## config.mk

```make
export PLATFORM = sky130hd
export DESIGN_NAME = tcon_arb
export DESIGN_NICKNAME = d
export VERILOG_FILES = /design/src/rtl/tcon_pkg.sv /design/src/rtl/tcon_mux.sv /design/src/rtl/tcon_arb.sv
export SDC_FILE = /design/constraint.sdc
export NUM_CORES = 1
export LEC_CHECK = 0
export ABC_CLOCK_PERIOD_IN_PS = 2700
export BUFFER_PORTS_ARGS = -buffer_cell sky130_fd_sc_hd__buf_2
export CORE_UTILIZATION = 30
export CTS_CLUSTER_SIZE = 25
export DETAILED_ROUTE_END_ITERATION = 7
export GPL_TIMING_DRIVEN = 0
export PLACE_DENSITY = 0.62
export SLEW_MARGIN = 20
export SYNTH_ARGS = -nofsm -noshare
export SYNTH_HDL_FRONTEND = slang
export SYNTH_SLANG_ARGS = --single-unit
```

## constraint.sdc

```tcl
create_clock -name clk -period 2.7 [get_ports clk]
set_input_delay 0.135 -clock clk [delete_from_list [all_inputs] [get_ports clk]]
set_output_delay 0.135 -clock clk [all_outputs]
set_load 0.01 [all_outputs]
```

## src/rtl/tcon_pkg.sv

```systemverilog
// Shared types and source encodings for the two-source arbiter and its mux.
package tcon_pkg;

  typedef enum logic [1:0] {
    IDLE    = 2'd0,
    GRANT_A = 2'd1,
    GRANT_S = 2'd2
  } tcon_arb_state_e;

  localparam logic SRC_A = 1'b1;
  localparam logic SRC_S = 1'b0;

endpackage

```

## src/rtl/tcon_mux.sv

```systemverilog
// Combinational WIDTH-bit 2:1 source mux: sel=1 passes A, sel=0 passes S.
module tcon_mux #(
  parameter int unsigned WIDTH = 8
) (
  input  logic [WIDTH-1:0] a_data,
  input  logic [WIDTH-1:0] s_data,
  input  logic             sel,
  output logic [WIDTH-1:0] mux_data
);

  assign mux_data = sel ? a_data : s_data;

endmodule

```

## src/rtl/tcon_arb.sv

```systemverilog
// Round-robin, burst-limited arbiter for sources A and S; steers tcon_mux and
// registers the selected word into a single-entry output stage.
module tcon_arb
  import tcon_pkg::*;
#(
  parameter int unsigned WIDTH     = 8,
  parameter int unsigned MAX_BURST = 4
) (
  input  logic             clk,
  input  logic             rst_n,
  input  logic             a_valid,
  input  logic [WIDTH-1:0] a_data,
  output logic             a_ready,
  input  logic             s_valid,
  input  logic [WIDTH-1:0] s_data,
  output logic             s_ready,
  output logic             sel,
  output logic             out_valid,
  output logic [WIDTH-1:0] out_data,
  output logic             out_src,
  input  logic             out_ready
);

  localparam int unsigned CntW = $clog2(MAX_BURST + 1);

  tcon_arb_state_e state_q;
  logic            sel_q;
  logic            last_src_q;
  logic [CntW-1:0] burst_cnt_q;
  logic            out_valid_q;
  logic [WIDTH-1:0] out_data_q;
  logic            out_src_q;

  logic [WIDTH-1:0] mux_data;
  logic            space, a_xfer, s_xfer, xfer;
  logic [CntW-1:0] cnt_nxt;
  logic            burst_done;
  logic            cur_src, x_valid, y_valid;
  logic            enter, enter_src, go_idle, cnt_clr, cnt_inc;

  tcon_mux #(
    .WIDTH(WIDTH)
  ) u_mux (
    .a_data  (a_data),
    .s_data  (s_data),
    .sel     (sel_q),
    .mux_data(mux_data)
  );

  // Readies are gated by reset so nothing is accepted while reset is held.
  assign space   = !out_valid_q || out_ready;
  assign a_ready = rst_n && (state_q == GRANT_A) && space;
  assign s_ready = rst_n && (state_q == GRANT_S) && space;
  assign a_xfer  = a_valid && a_ready;
  assign s_xfer  = s_valid && s_ready;
  assign xfer    = a_xfer || s_xfer;

  assign cnt_nxt    = burst_cnt_q + CntW'(1);
  assign burst_done = (cnt_nxt == CntW'(MAX_BURST));

  always_comb begin
    enter     = 1'b0;
    enter_src = SRC_A;
    go_idle   = 1'b0;
    cnt_clr   = 1'b0;
    cnt_inc   = 1'b0;
    cur_src   = (state_q == GRANT_A) ? SRC_A : SRC_S;
    x_valid   = cur_src ? a_valid : s_valid;
    y_valid   = cur_src ? s_valid : a_valid;
    unique case (state_q)
      IDLE: begin
        // On a tie the source that was not granted last wins.
        if (a_valid && (!s_valid || last_src_q == SRC_S)) begin
          enter     = 1'b1;
          enter_src = SRC_A;
        end else if (s_valid) begin
          enter     = 1'b1;
          enter_src = SRC_S;
        end
      end
      GRANT_A, GRANT_S: begin
        if (!x_valid) begin
          cnt_clr = 1'b1;
          if (y_valid) begin
            enter     = 1'b1;
            enter_src = !cur_src;
          end else begin
            go_idle = 1'b1;
          end
        end else if (xfer) begin
          if (burst_done) begin
            // A lone requester keeps the grant; the count just restarts.
            cnt_clr = 1'b1;
            if (y_valid) begin
              enter     = 1'b1;
              enter_src = !cur_src;
            end
          end else begin
            cnt_inc = 1'b1;
          end
        end
      end
      default: go_idle = 1'b1;
    endcase
  end

  always_ff @(posedge clk) begin
    if (!rst_n) begin
      state_q     <= IDLE;
      sel_q       <= 1'b0;
      last_src_q  <= SRC_S;
      burst_cnt_q <= '0;
      out_valid_q <= 1'b0;
      out_data_q  <= '0;
      out_src_q   <= 1'b0;
    end else begin
      if (xfer) begin
        out_valid_q <= 1'b1;
        out_data_q  <= mux_data;
        out_src_q   <= cur_src;
      end else if (out_ready) begin
        out_valid_q <= 1'b0;
      end

      if (enter) begin
        state_q     <= enter_src ? GRANT_A : GRANT_S;
        sel_q       <= enter_src;
        last_src_q  <= enter_src;
        burst_cnt_q <= '0;
      end else if (go_idle) begin
        state_q     <= IDLE;
        burst_cnt_q <= '0;
      end else if (cnt_clr) begin
        burst_cnt_q <= '0;
      end else if (cnt_inc) begin
        burst_cnt_q <= cnt_nxt;
      end
    end
  end

  assign sel       = sel_q;
  assign out_valid = out_valid_q;
  assign out_data  = out_data_q;
  assign out_src   = out_src_q;

endmodule

```

After elaboration in Yosys (flattened, before gate mapping). Cells that the tools add are included.

$add $sub $neg: 1. $mul: 0. Divide/modulo/power cells: 0. $lt $le $gt $ge: 0. Eq/ne operators: 3. Shifts and indexed selects: 0. Muxes and demuxes: 34. Bitwise gates (word level): 2. Reductions and logical operators: 18.

Operators by type and width (count): two-way mux 1 bit (27); two-way mux 8 bit (1); logical AND 1 bit (7); two-way mux 2 bit (3); one-hot mux 1 bit (2 select lines) (3); nonzero test 2 bit (2); OR reduction 4 bit (1); adder 3 x 1 -> 3 bit (second input constant) (1); == test 3 bit (second input constant) (1); zero test 1 bit (3); logical OR 1 bit (3); == test 2 x 1 -> 1 bit (second input constant) (1); == test 2 bit (second input constant) (1); zero test 2 bit (1); inverter 1 bit (2); OR reduction 2 bit (1).

Bits in registers: 16. Bits in latches: 0. Bits in writable memories: 0. Bits in read-only memories: 0. Output and inout port bits: 13. Logic and storage cells: 64. Memories: 0.

Depth between registers and ports, before layout. Gate-level depths: netlist of the first run.

Depth in word-level cells: 10. Gate-level depth with buffers: 9. Gate-level depth less buffers: 7.

By module. From an unflattened synthesis of the first run, not the netlist that was laid out.

Cells, all modules: 111. Area, all modules: 1013.5 sq um.

By module, submodules not included: tcon_arb (instances 1, cells an instance 102, area each 882.1 sq um); tcon_mux (instances 1, cells an instance 9, area each 131.4 sq um).

Least setup slack after synthesis of the first run. Ideal clock, no wire load.

Kind: reg-to-reg. Start: register state_q[1]. End: register last_src_q. Setup time: 0.116 ns. Arrival time: 1.709 ns. Data required time: 2.584 ns. Path slack: 0.874 ns. Stages on the path, launching flop included: 10. Period minus slack after synthesis: 1.826 ns. Cells stage by stage: dfxtp_1 > inv_1 > ha_1 > buf_2 > a22o_4 > and3_1 > buf_2 > a31oi_1 > a211o_1 > o211a_1.

Word-level cells in the longest chain between the ends: 8. Elaborated cells between the ends (all ways): 25.

Ends and longest elaborated chain: from (decl) (line tcon_arb.sv:26) `tcon_arb_state_e state_q;`; from (signal assigned) (line tcon_arb.sv:126) `state_q <= enter_src ? GRANT_A : GRANT_S;`; == test 2 x 1 -> 1 bit * (line tcon_arb.sv:67) `cur_src = (state_q == GRANT_A) ? SRC_A : SRC_S;`; two-way mux 1 bit * (line tcon_arb.sv:67); named net cur_src (line tcon_arb.sv:38) `logic cur_src, x_valid, y_valid;`; two-way mux 1 bit / zero test 1 bit (equally long branches) (line tcon_arb.sv:69, tcon_arb.sv:86, tcon_arb.sv:96); two-way mux 1 bit (line tcon_arb.sv:84, tcon_arb.sv:94); two-way mux 1 bit (line tcon_arb.sv:91) `if (burst_done) begin`; two-way mux 1 bit (line tcon_arb.sv:90) `end else if (xfer) begin`; two-way mux 1 bit (line tcon_arb.sv:82) `if (!x_valid) begin`; one-hot mux 1 bit (2 select lines) (line tcon_arb.sv:70) `unique case (state_q)`; to (signal assigned) (line tcon_arb.sv:128) `last_src_q <= enter_src;`; to (decl) (line tcon_arb.sv:28) `logic last_src_q;`.

Mark *: on every way through the listed nets, which the timed path passes. The rest lies on a longest branch. A chain may end at the register's enable or synchronous reset.

Worst setup path in the final report of the first run.
Start: register state_q[1]. End: register state_q[0].

Word-level cells in the longest chain between the ends: 10. Elaborated cells between the ends (all ways): 31.

Ends and longest elaborated chain: == test 2 x 1 -> 1 bit * (line tcon_arb.sv:67); two-way mux 1 bit * (line tcon_arb.sv:67); named net cur_src (line tcon_arb.sv:38); two-way mux 1 bit / zero test 1 bit (equally long branches) (line tcon_arb.sv:69, tcon_arb.sv:86, tcon_arb.sv:96); two-way mux 1 bit (line tcon_arb.sv:84, tcon_arb.sv:94); two-way mux 1 bit (line tcon_arb.sv:91); two-way mux 1 bit (line tcon_arb.sv:90); two-way mux 1 bit (line tcon_arb.sv:82); one-hot mux 1 bit (2 select lines) (line tcon_arb.sv:70); two-way mux 2 bit (line tcon_arb.sv:126); two-way mux 2 bit (line tcon_arb.sv:125) `if (enter) begin`.

Marked as above.

==> metrics.md, run 1 <==
| Metric | Value |
|---|---|
| Status | finished clean |
| First drt pass iteration count | 4 |
| Worst slew pin tran | approximately 0.64 ns |
| Layout Cells excl Fill | between 150 and 200 |
| Placed cell count | roughly 180 |
| Clk sinks | 16 |
| Core Box Area | around 3000 um^2 |
| Vias per cell | about 4.9 |
| Yosys warnings | 0 |
| Syn Nets | ~130 |
| DP Worst Slack | a little under 0.7 ns |
| Post-synth top area cell | dfxtp_1 |
| FP Rows | 20 |
| Fin util | between 40% and 50% |
| CTS H-Tree Depth | 1 |
| Startpoint types | flip-flop |
| DRT iter0 DRCs | 11 |
| RSZ-0062 raised after global routing | no |
| Post-synth top area share | around a third |
| Fin. Hold Viols | 0 |
| Post-CTS Resized | 0 |
| Die Span Y | approximately 60 um |
| Layout cells sized above 1 | 31.9% |
| Post-synth cell types | 29 |
| Crit path DAT | roughly 2.2 ns |
| Ports | 34 |
| Cells after Synth | ~100 |
| Max-slew headroom | 57.4% |
| Fin nets | about 170 |
| Synth top cells by count | dfxtp_1, nand2_1, mux2i_1 |
| P per Cell Area | a little under 800 nW/um^2 |
| Post-synth EDFFs | 0 |
| Crit Path Category | flip-flop to flip-flop |
| Achievable Freq | 489 MHz |
| Hold Path Class | input port to flip-flop |
| Initial Util | 31.5% |
| Ys async rst share | 0% |
| Final setup vio count | 0 |
| Ant diodes | 0 |
| Vias in the first global route | 858 |
| Most frequent cell after synthesis | dfxtp_1 |
| Port bufs | 33 |
| Residual DRC | 0 |
| Via count | between 800 and 900 |
| CTS Buf Count | 3 |
| Initial antenna violation count | 0 |
| WP data required | roughly 2.9 ns |
| GRT Overall Usage | a little over an eighth |
| Slew Viols, Final | 0 |
| Avg WL per Cell | around 11 um |
| Final ANT Viol Nets | 0 |
| Leak | about 0.67 nW |
| Hold slack | 0.174 ns |
| Die Area | approximately 3400 um^2 |
| Worst Setup Slack, final | approximately 0.65 ns |
| Final period utilization | about three quarters |
| Final Skew | between 0.007 and 0.008 ns |
| Top cells by area, synth | dfxtp_1, mux2i_1, o211a_1, ha_1, nand2_1 |
| GR Overflow Total | 0 |
| # Post-CTS Setup Buffers | 0 |
| Max_cap viols | 0 |
| Post-route minimum period | slightly above 2 ns |
| Synth Flop Type | dfxtp_1 |
| Hpwl dp | about 1600 um |
| Reg clk slew, reported paths | about 0.090 ns |
| Worst-path fanout max | 10 |
| VDD IR max | about 0.00032 V |
| Sequential cell area fraction in the yosys report | approximately a third |
| Largest net degree at the start of global routing | 11 |
| #FFs+latches synth | 16 |
| Die X | 58.4 um |
| Setup_tns | 0 ns |
| Global placement routability congestion | around 0.83 |
| Clock Latency Late Sink | approximately 0.29 ns |
| # hold bufs at CTS | 0 |
| Total Routed Length | a little over 2000 um |
| Average size of a mapped cell | roughly 9.5 um^2 |
| P&R area growth vs syn | 26.9% |
| Post-Syn Area | 955 um^2 |
| Root Driver | clkbuf_4 |
| First-pass GRT wire length | 3550 um |
| Critical Path End Type | flip-flop |
| CTS tree | yes |
| Clock tree buffer depth | 2 |
[layout by cell type (no fill, tap or decap), drive strengths merged]
master,Yosys,routed
a211oi,1,1
or3b,1,1
xor2,2,2
and3,4,4
o211a,10,10
nand2b,2,2
buf,4,37
o32a,1,1
nand4,1,1
o22ai,1,1
nand2,13,13
a22o,1,1
a31oi,2,2
o32ai,2,2
o21a,1,1
inv,5,5
clkbuf,1,5
o21ai,3,3
dfxtp,16,16
a21oi,2,2
mux2i,12,12
or3,1,1
nor2,3,3
a211o,1,1
nor2b,2,2
o211ai,1,1
ha,6,6
or2,2,2
[through the flow]
step | cell area (um^2) | power [mW]
detailed placement | 1170 | 0.809
floorplan | 955 | 0.684
finish | 1210 | 0.962
global placement | 1170 | 0.800
global route | 1210 | 1.04
CTS | 1210 | 0.973
[sequential cells by signal (all words and copies together), names as in the netlist]
register,flops
burst_cnt_q,3
last_src_q,1
out_data,8
out_src,1
out_valid,1
state_q,2
[path summary, 6_finish.rpt]
| path | start | end | slack (ns) | depth (start not counted) |
|---|---|---|---|---|
| hold / removal | rst_n | out_src | 0.17 | 2 |
| setup / recovery | state_q[1] | state_q[0] | 0.65 | 9 |
| hold reg to reg | out_data[6] | out_data[6] | 0.50 | 1 |
| setup reg to reg | state_q[1] | state_q[0] | 0.65 | 9 |
[area by class of cell]
| cell class | instances | area, um^2 |
|---|---|---|
| inverter | 5 | 18.8 |
| fill | 314 | 1820 |
| buffer | 5 | 21.3 |
| clock buffer | 4 | 36.3 |
| sequential | 16 | 320 |
| multi-input combinational | 75 | 594 |
| timing repair buffer | 33 | 165 |
| tap | 44 | 55.1 |
[layer usage]
layer,vias up,global-route usage (%),part of all wire (%)
li1,442,-,-
met1,406,16.1,46
met2,35,23.5,47
met3,4,1.54,5.5
met4,0,7.14,1.5
met5,-,0,0
[kinds of logic after synthesis]
kind of cell | count (synthesis) | share of synthesized area, %
simple gates | 29 | 16.9
fa+ha+maj | 6 | 7.86
buf+inv | 10 | 4.19
mux | 12 | 12.6
xor+xnor | 2 | 1.84
flops | 16 | 33.6
compound gates | 26 | 23.1
[power by group]
part	leakage (nW)	internal (mW)	switching, mW	total (mW)
clock	0.0210	0.0821	0.0785	0.161
sequential	0.130	0.285	0.0285	0.313
combinational	0.515	0.224	0.264	0.488
total	0.667	0.590	0.371	0.962
[worst max-delay path, stage by stage, from the launching register on]
cell	delay, ns
dfxtp_1	0.37
inv_1	0.09
ha_1	0.17
buf_2	0.17
a22o_4	0.25
and3_1	0.17
buf_2	0.18
a31oi_1	0.22
a211oi_1	0.08
o32ai_1	0.25
Power figures use the tool's default switching activity.
==> run 2: changes to the inputs <==
--- a/config.mk
+++ b/config.mk
@@ -5,13 +5,14 @@
 export SDC_FILE = /design/constraint.sdc
 export NUM_CORES = 1
 export LEC_CHECK = 0
-export ABC_CLOCK_PERIOD_IN_PS = 2700
+export ABC_AREA = 1
+export ABC_CLOCK_PERIOD_IN_PS = 1600
 export BUFFER_PORTS_ARGS = -buffer_cell sky130_fd_sc_hd__buf_2
 export CORE_UTILIZATION = 30
 export CTS_CLUSTER_SIZE = 25
 export DETAILED_ROUTE_END_ITERATION = 7
 export GPL_TIMING_DRIVEN = 0
-export PLACE_DENSITY = 0.62
+export PLACE_DENSITY = 0.64
 export SLEW_MARGIN = 20
 export SYNTH_ARGS = -nofsm -noshare
 export SYNTH_HDL_FRONTEND = slang
==> constraint.sdc (replaced) <==
create_clock -name clk -period 1.6 [get_ports clk]
set_input_delay 0.08 -clock clk [delete_from_list [all_inputs] [get_ports clk]]
set_output_delay 0.08 -clock clk [all_outputs]
set_load 0.01 [all_outputs]
==> run 2 against run 1 <==
Effect of this change: the flow now finishes with violations (DRC); maximum frequency up 35%; area after synthesis fell by 1.3%; clock skew down 0.0022 ns; register-to-register slack worse by 0.57 ns; combinational power grew 78%; total power grew 69%; wire length up 7.3%; largest cell class unchanged; critical endpoint unchanged.
==> metrics.md, run 2 <==
| Metric | Value |
|---|---|
| CP bufs+invs | 2 |
| Slowest cell on the critical path | dfxtp_4 |
| CTS H-Tree Depth | 1 |
| Clk sinks | 16 |
| Synth Flop Type | dfxtp_1 |
| Fin nets | roughly 200 |
| WP data required | 1.77 ns |
| Crit path DAT | 1.68 ns |
| Max FFs per register | 8 |
| Tot Pwr | approximately 1.6 mW |
| Ant diodes | 0 |
| Total Routed Length | ~2200 um |
| Commonest non-fill, non-tap cell in the layout | buf_2 |
| CP dominant cell by count | nand2_1 |
| Via count | ~1,000 |
| Hold Path Class | input port to flip-flop |
| Yosys warnings | 0 |
| Final Skew | between 0.005 and 0.006 ns |
| Largest net degree at the start of global routing | 11 |
| Mux contribution to synthesized area | 0% |
| Cells after Synth | between 100 and 150 |
| First-pass GRT wire length | 3600 um |
| Achievable Freq | approximately 660 MHz |
| Residual DRC | 1 |
| Layout cells sized above 1 | between 30% and 40% |
| P&R area growth vs syn | 34.0% |
| Simple-Gate Fraction of Synth Area | a little under a third |
| Adder-cell share of the synthesized area | about 8.0% |
| DRT iter0 DRCs | 16 |
| Max-slew headroom | 72.4% |
| Vias per cell | between 4 and 5 |
| Slew Viols, Final | 0 |
| GRT Overall Usage | 13.8% |
| Die Area | 3370 um^2 |
| Core Box Area | 2880 um^2 |
| Largest family of logic cells by synthesized area | simple AND/OR/NAND/NOR gates |
| Xor-xnor portion of the synthesized cell area | less than 1% |
| Filler cell count | 291 |
| CTS tree | yes |
| Fin. Hold Viols | 0 |
| First drt pass iteration count | 6 |
| CP delay by family, top | simple AND/OR/NAND/NOR gates |
| Reg area | 327 um^2 |
| Die Span Y | between 50 and 60 um |
| Status | finished with violations |
| FP Rows | 19 |
| Root Driver | clkbuf_4 |
| Post-route minimum period | 1.51 ns |
| GR Overflow Total | 0 |
| Worst Setup Slack, final | slightly below 0.09 ns |
| Initial antenna violation count | 0 |
| Max_cap viols | 0 |
| Port bufs | 33 |
| Ports | 34 |
| Top cells by area, synth | dfxtp_1, nand2_1, ha_1, a31oi_1, inv_1 |
| Post-synth top area share | between 30 and 40% |
| DP Worst Slack | -0.0701 ns |
| Most frequent cell after synthesis | nand2_1 |
| Post-synth top area cell | dfxtp_1 |
| Global placement routability congestion | between 0.8 and 0.9 |
| Footprint of the multi-input gates | around 570 um^2 |
| Crit path largest cell delay | 0.37 ns |
| Sequential cell area fraction in the yosys report | approximately a third |
| Crit Path Category | flip-flop to flip-flop |
| Vias in the first global route | between 800 and 900 |
| Hpwl dp | roughly 1700 um |
| Final ANT Viol Nets | 0 |
| Average size of a mapped cell | between 7 and 8 um^2 |
| Syn Nets | about 160 |
| Post-synthesis compound-gate area fraction | 16.5% |
| Die X | just under 60 um |
| Clock Latency Late Sink | 0.28 ns |
| Post-synth cell types | 22 |
| P per Cell Area | between 1000 and 1500 nW/um^2 |
| Synth top cells by count | nand2_1, dfxtp_1, inv_1 |
| Final period utilization | a little over nine tenths |
| CTS Buf Count | 3 |
| Initial Util | 32.8% |
| Most frequent cells in the layout | buf_2, nand2_1, inv_1, dfxtp_1, o21ai_1 |
| Worst-path fanout max | 4 |
| Failing checks | DRC |
| Avg WL per Cell | 10.4 um |
| Leak | ~0.62 nW |
| Post-synth EDFFs | 0 |
| Worst slew pin tran | 0.414 ns |
| Post-Syn Area | 942 um^2 |
| VDD IR max | roughly 0.00065 V |
| CP Cell Sequence | inv_4 > ha_1 > nand2_1 > inv_1 > nand3_2 > nand2_4 > nand2_1 > nand2_2 > nand3_2 > nand2_2 > nand2_4 > nand3_1 > nand2_1 |
| Clock tree buffer depth | 2 |
| Reg clk slew, reported paths | around 0.090 ns |
| Ys async rst share | 0% |
| Final setup vio count | 0 |
| Startpoint types | flip-flop |
| Critical Path End Type | flip-flop |
| #FFs+latches synth | 16 |
[run 2: cell count changes after synthesis, sizes merged, moves of 4 or more]
| cell | delta |
|---|---|
| nand2 | +22 |
| o21ai | +13 |
| mux2i | -12 |
| inv | +11 |
| nand3 | +11 |
| o211a | -10 |
| a31oi | +7 |
| nor2 | +5 |
| and3 | -4 |
[run 2: repair_timing]
item / CTS / global route
setup endpoints to repair: 10 / 8
resized for setup: 3 / 12
pin swaps: 0 / 2
hold buffers: 0 / 0
setup buffers: 1 / 3
[run 2: layer usage]
layer  GRT usage [%]  share of wire, %  up-vias
met1            16.8                44      445
met3            3.35               4.9        4
li1                -                 -      506
met4            7.14               1.7        0
met2            22.7                49       30
met5               0                 0        -
[run 2: worst register-to-register path, cell delays in order, from the launching register on]
cell	delay [ns]
dfxtp_4	0.37
inv_4	0.07
ha_1	0.14
nand2_1	0.07
inv_1	0.07
nand3_2	0.09
nand2_4	0.11
nand2_1	0.07
nand2_2	0.07
nand3_2	0.06
nand2_2	0.10
nand2_4	0.07
nand3_1	0.07
nand2_1	0.05
[run 2: final timing paths]
kind | slack, ns | to | startpoint | cells after the start
max reg2reg | 0.09 | state_q[0] | state_q[0] | 13
min | 0.06 | out_data[5] | s_data[5] | 3
min reg2reg | 0.52 | state_q[1] | state_q[1] | 2
max | 0.09 | state_q[0] | state_q[0] | 13
[run 2: cells by family after synthesis]
logic type      after synthesis
compound gates               28
xor+xnor                      1
fa+ha+maj                     6
buf+inv                      20
flops                        16
simple gates                 57
[run 2: final cells by class]
cell class / instances / area share, %
plain buffers: 4 / 2.38
repair buffers: 37 / 15.5
clock buffers: 3 / 1.78
flip-flops and latches: 16 / 25.9
well taps: 42 / 4.16
multi-input cells: 92 / 45.2
inverters: 16 / 5.15
[run 2: where the power goes]
group | internal [mW] | switching [mW] | leakage, nW | total [mW]
Sequential | 0.488 | 0.0697 | 0.132 | 0.558
Clock | 0.0871 | 0.113 | 0.0138 | 0.200
Combinational | 0.369 | 0.499 | 0.472 | 0.868
Total | 0.944 | 0.682 | 0.617 | 1.63
[run 2: per-stage QoR]
stage	hold slack (ns)	instance area, um^2	std cells	utilization (%)	setup TNS, ns
after CTS	0.0468	1200	207	41.8	0
after global placement	0.349	1160	203	40.3	-0.126
after detailed placement	0.355	1160	203	40.3	-0.319
final	0.0590	1260	210	43.9	0
after floorplan	0.222	942	128	-	0
after global routing	0.0379	1260	210	43.9	-0.262
==> run 3: changes to the inputs <==
--- a/config.mk
+++ b/config.mk
@@ -12,6 +12,7 @@
 export CTS_CLUSTER_SIZE = 25
 export DETAILED_ROUTE_END_ITERATION = 7
 export GPL_TIMING_DRIVEN = 0
+export MAX_ROUTING_LAYER = met4
 export PLACE_DENSITY = 0.64
 export SLEW_MARGIN = 20
 export SYNTH_ARGS = -nofsm -noshare
==> run 3 against run 2 <==
Effect of this change: the flow still finishes with violations (DRC); die area stayed put; sequential share of layout area is the same; wire length rose by 0.18%; critical endpoint unchanged; largest cell class unchanged; largest power group unchanged.
==> metrics.md, run 3 (synthesis gave the netlist of run 2 again) <==
| Metric | Value |
|---|---|
| Status | finished with violations |
| Failing checks | DRC |
| Fin nets | just under 200 |
| P per Cell Area | approximately 1300 nW/um^2 |
| Hpwl dp | 1660 um |
| Most frequent cells in the layout | buf_2, nand2_1, inv_1, dfxtp_1, o21ai_1 |
| Root Driver | clkbuf_4 |
| CP delay by family, top | simple AND/OR/NAND/NOR gates |
| FP Rows | 19 |
| GR Overflow Total | 0 |
| Achievable Freq | between 600 and 700 MHz |
| Reg area | between 300 and 400 um^2 |
| Crit path largest cell delay | ~0.37 ns |
| CTS H-Tree Depth | 1 |
| Worst slew pin tran | just over 0.4 ns |
| Final period utilization | ~95% |
| DP Worst Slack | -0.0701 ns |
| CTS tree | yes |
| Worst hold path startpoint | s_data[5] |
| Max-slew headroom | roughly 72% |
| Clk pwr share | approximately 12% |
| CP Cell Sequence | inv_4 > ha_1 > nand2_1 > inv_1 > nand3_2 > nand2_4 > nand2_1 > nand2_2 > nand3_2 > nand2_2 > nand2_4 > nand3_1 > nand2_1 |
| WP data required | 1.77 ns |
| Reg power frac | 34.3% |
| Hold EP | out_data[5] |
| Psw | 0.683 mW |
| Leak | between 0.6 and 0.7 nW |
| P&R area growth vs syn | 34.0% |
| Core Box Area | 2880 um^2 |
| Global placement routability congestion | between 0.8 and 0.9 |
| R2r endpoint | state_q[0] |
| Clock Latency Late Sink | 0.28 ns |
| Die X | 58.0 um |
| Total Routed Length | 2190 um |
| Crit Path Category | flip-flop to flip-flop |
| Residual DRC | 1 |
| Worst-path fanout max | 4 |
| Clk sinks | 16 |
| Fin util | 43.9% |
| Combinational fraction of design power | between 50% and 60% |
| GRT Overall Usage | 14.3% |
| DRT iter0 DRCs | 16 |
| # hold bufs at CTS | 0 |
| Layout cells sized above 1 | a little under two fifths |
| R2R cell count | 13 |
| Die Area | roughly 3400 um^2 |
| Ant diodes | 0 |
| Die Span Y | approximately 58 um |
| Tot Pwr | between 1.5 and 2 mW |
| Hold slack | 0.0586 ns |
| VDD IR max | 0.000653 V |
| Crit path DAT | about 1.7 ns |
| Final Skew | between 0.005 and 0.006 ns |
| Avg WL per Cell | 10.4 um |
| Int Pwr | 0.944 mW |
| Final setup vio count | 0 |
| Slew Viols, Final | 0 |
| Footprint of the multi-input gates | ~570 um^2 |
| Via count | 986 |
| Ports | 34 |
| Reg clk slew, reported paths | ~0.090 ns |
| Startpoint types | flip-flop |
| Worst Setup Slack, final | ~0.087 ns |
| Largest net degree at the start of global routing | 11 |
| First-pass GRT wire length | 3600 um |
| Filler cell count | slightly below 300 |
| Vias per cell | between 4 and 5 |
| CTS Buf Count | 3 |
| Reg-to-reg setup timing slack | between 0.08 and 0.09 ns |
| Initial antenna violation count | 0 |
| Hold Path Class | input port to flip-flop |
| CP bufs+invs | 2 |
| Worst reg2reg path startpoint | state_q[0] |
| Max FFs per register | 8 |
| Commonest non-fill, non-tap cell in the layout | buf_2 |
| Final ANT Viol Nets | 0 |
| CP dominant cell by count | nand2_1 |
| Vias in the first global route | 877 |
| Port bufs | 33 |
| Worst Hold Depth | 3 |
| Switching share of power | between 40% and 50% |
| First drt pass iteration count | 6 |
| Critical Path End Type | flip-flop |
| Max_cap viols | 0 |
| Initial Util | about a third |
| Slowest cell on the critical path | dfxtp_4 |
| Post-route minimum period | about 1.5 ns |
| Fin. Hold Viols | 0 |
| Clock tree buffer depth | 2 |
run 3: cell counts in the layout (fill, tap and decap cells not counted):
No cell type changed its count.
run 3: power groups by stage:
stage          Combinational (mW)  Clock [mW]  Sequential (mW)
5_1_grt                     0.959       0.242            0.572
3_3_place_gp                0.717           0            0.540
4_1_cts                     0.766       0.214            0.542
6_report                    0.868       0.201            0.558
2_1_floorplan               0.504           0            0.563
3_5_place_dp                0.730           0            0.544
run 3: final cells by class:
type	instances	area share, %
Inverter	16	5.15
Tap cell	42	4.16
Multi-Input combinational cell	92	45.2
Timing Repair Buffer	37	15.5
Buffer	4	2.38
Sequential cell	16	25.9
Clock buffer	3	1.78
run 3: what timing repair did:
action | in CTS | in global routing
gates resized for setup | 3 | 12
setup buffers | 1 | 3
hold endpoints to repair | 0 | 0
pin swaps | 0 | 2
setup endpoints to repair | 10 | 8
run 3: metrics by stage:
step / std cells / setup TNS, ns / cell area, um^2
5_1_grt: 210 / -0.262 / 1260
2_1_floorplan: 128 / 0 / 942
3_5_place_dp: 203 / -0.319 / 1160
6_report: 210 / 0 / 1260
4_1_cts: 207 / 0 / 1200
3_3_place_gp: 203 / -0.126 / 1160
run 3: worst register-to-register path, delay by kind of cell, from the launching register on:
family | cells | cell delay (ns)
simple gates | 10 | 0.76
flops | 1 | 0.37
fa+ha+maj | 1 | 0.15
buf+inv | 2 | 0.14
run 3: worst max path at each step:
stage                from             end  slack, ns  cells past startpoint
6_report       state_q[0]      state_q[0]       0.09                     13
5_1_grt        state_q[0]  burst_cnt_q[2]      -0.05                     13
4_1_cts        state_q[1]  burst_cnt_q[2]       0.03                      7
3_5_place_dp   state_q[1]      state_q[0]      -0.07                     12
3_3_place_gp   state_q[1]      last_src_q      -0.05                     12
2_1_floorplan  state_q[1]      last_src_q       0.11                     12
run 3: layer usage:
layer / routed length [um] / vias up / share of wire, % / track usage (%)
li1: - / 505 / - / -
met1: 973 / 447 / 44 / 17.1
met2: 1080 / 30 / 49 / 22.7
met3: 94 / 4 / 4.3 / 2.90
met4: 38 / 0 / 1.7 / 7.14
met5: 0 / - / 0 / -
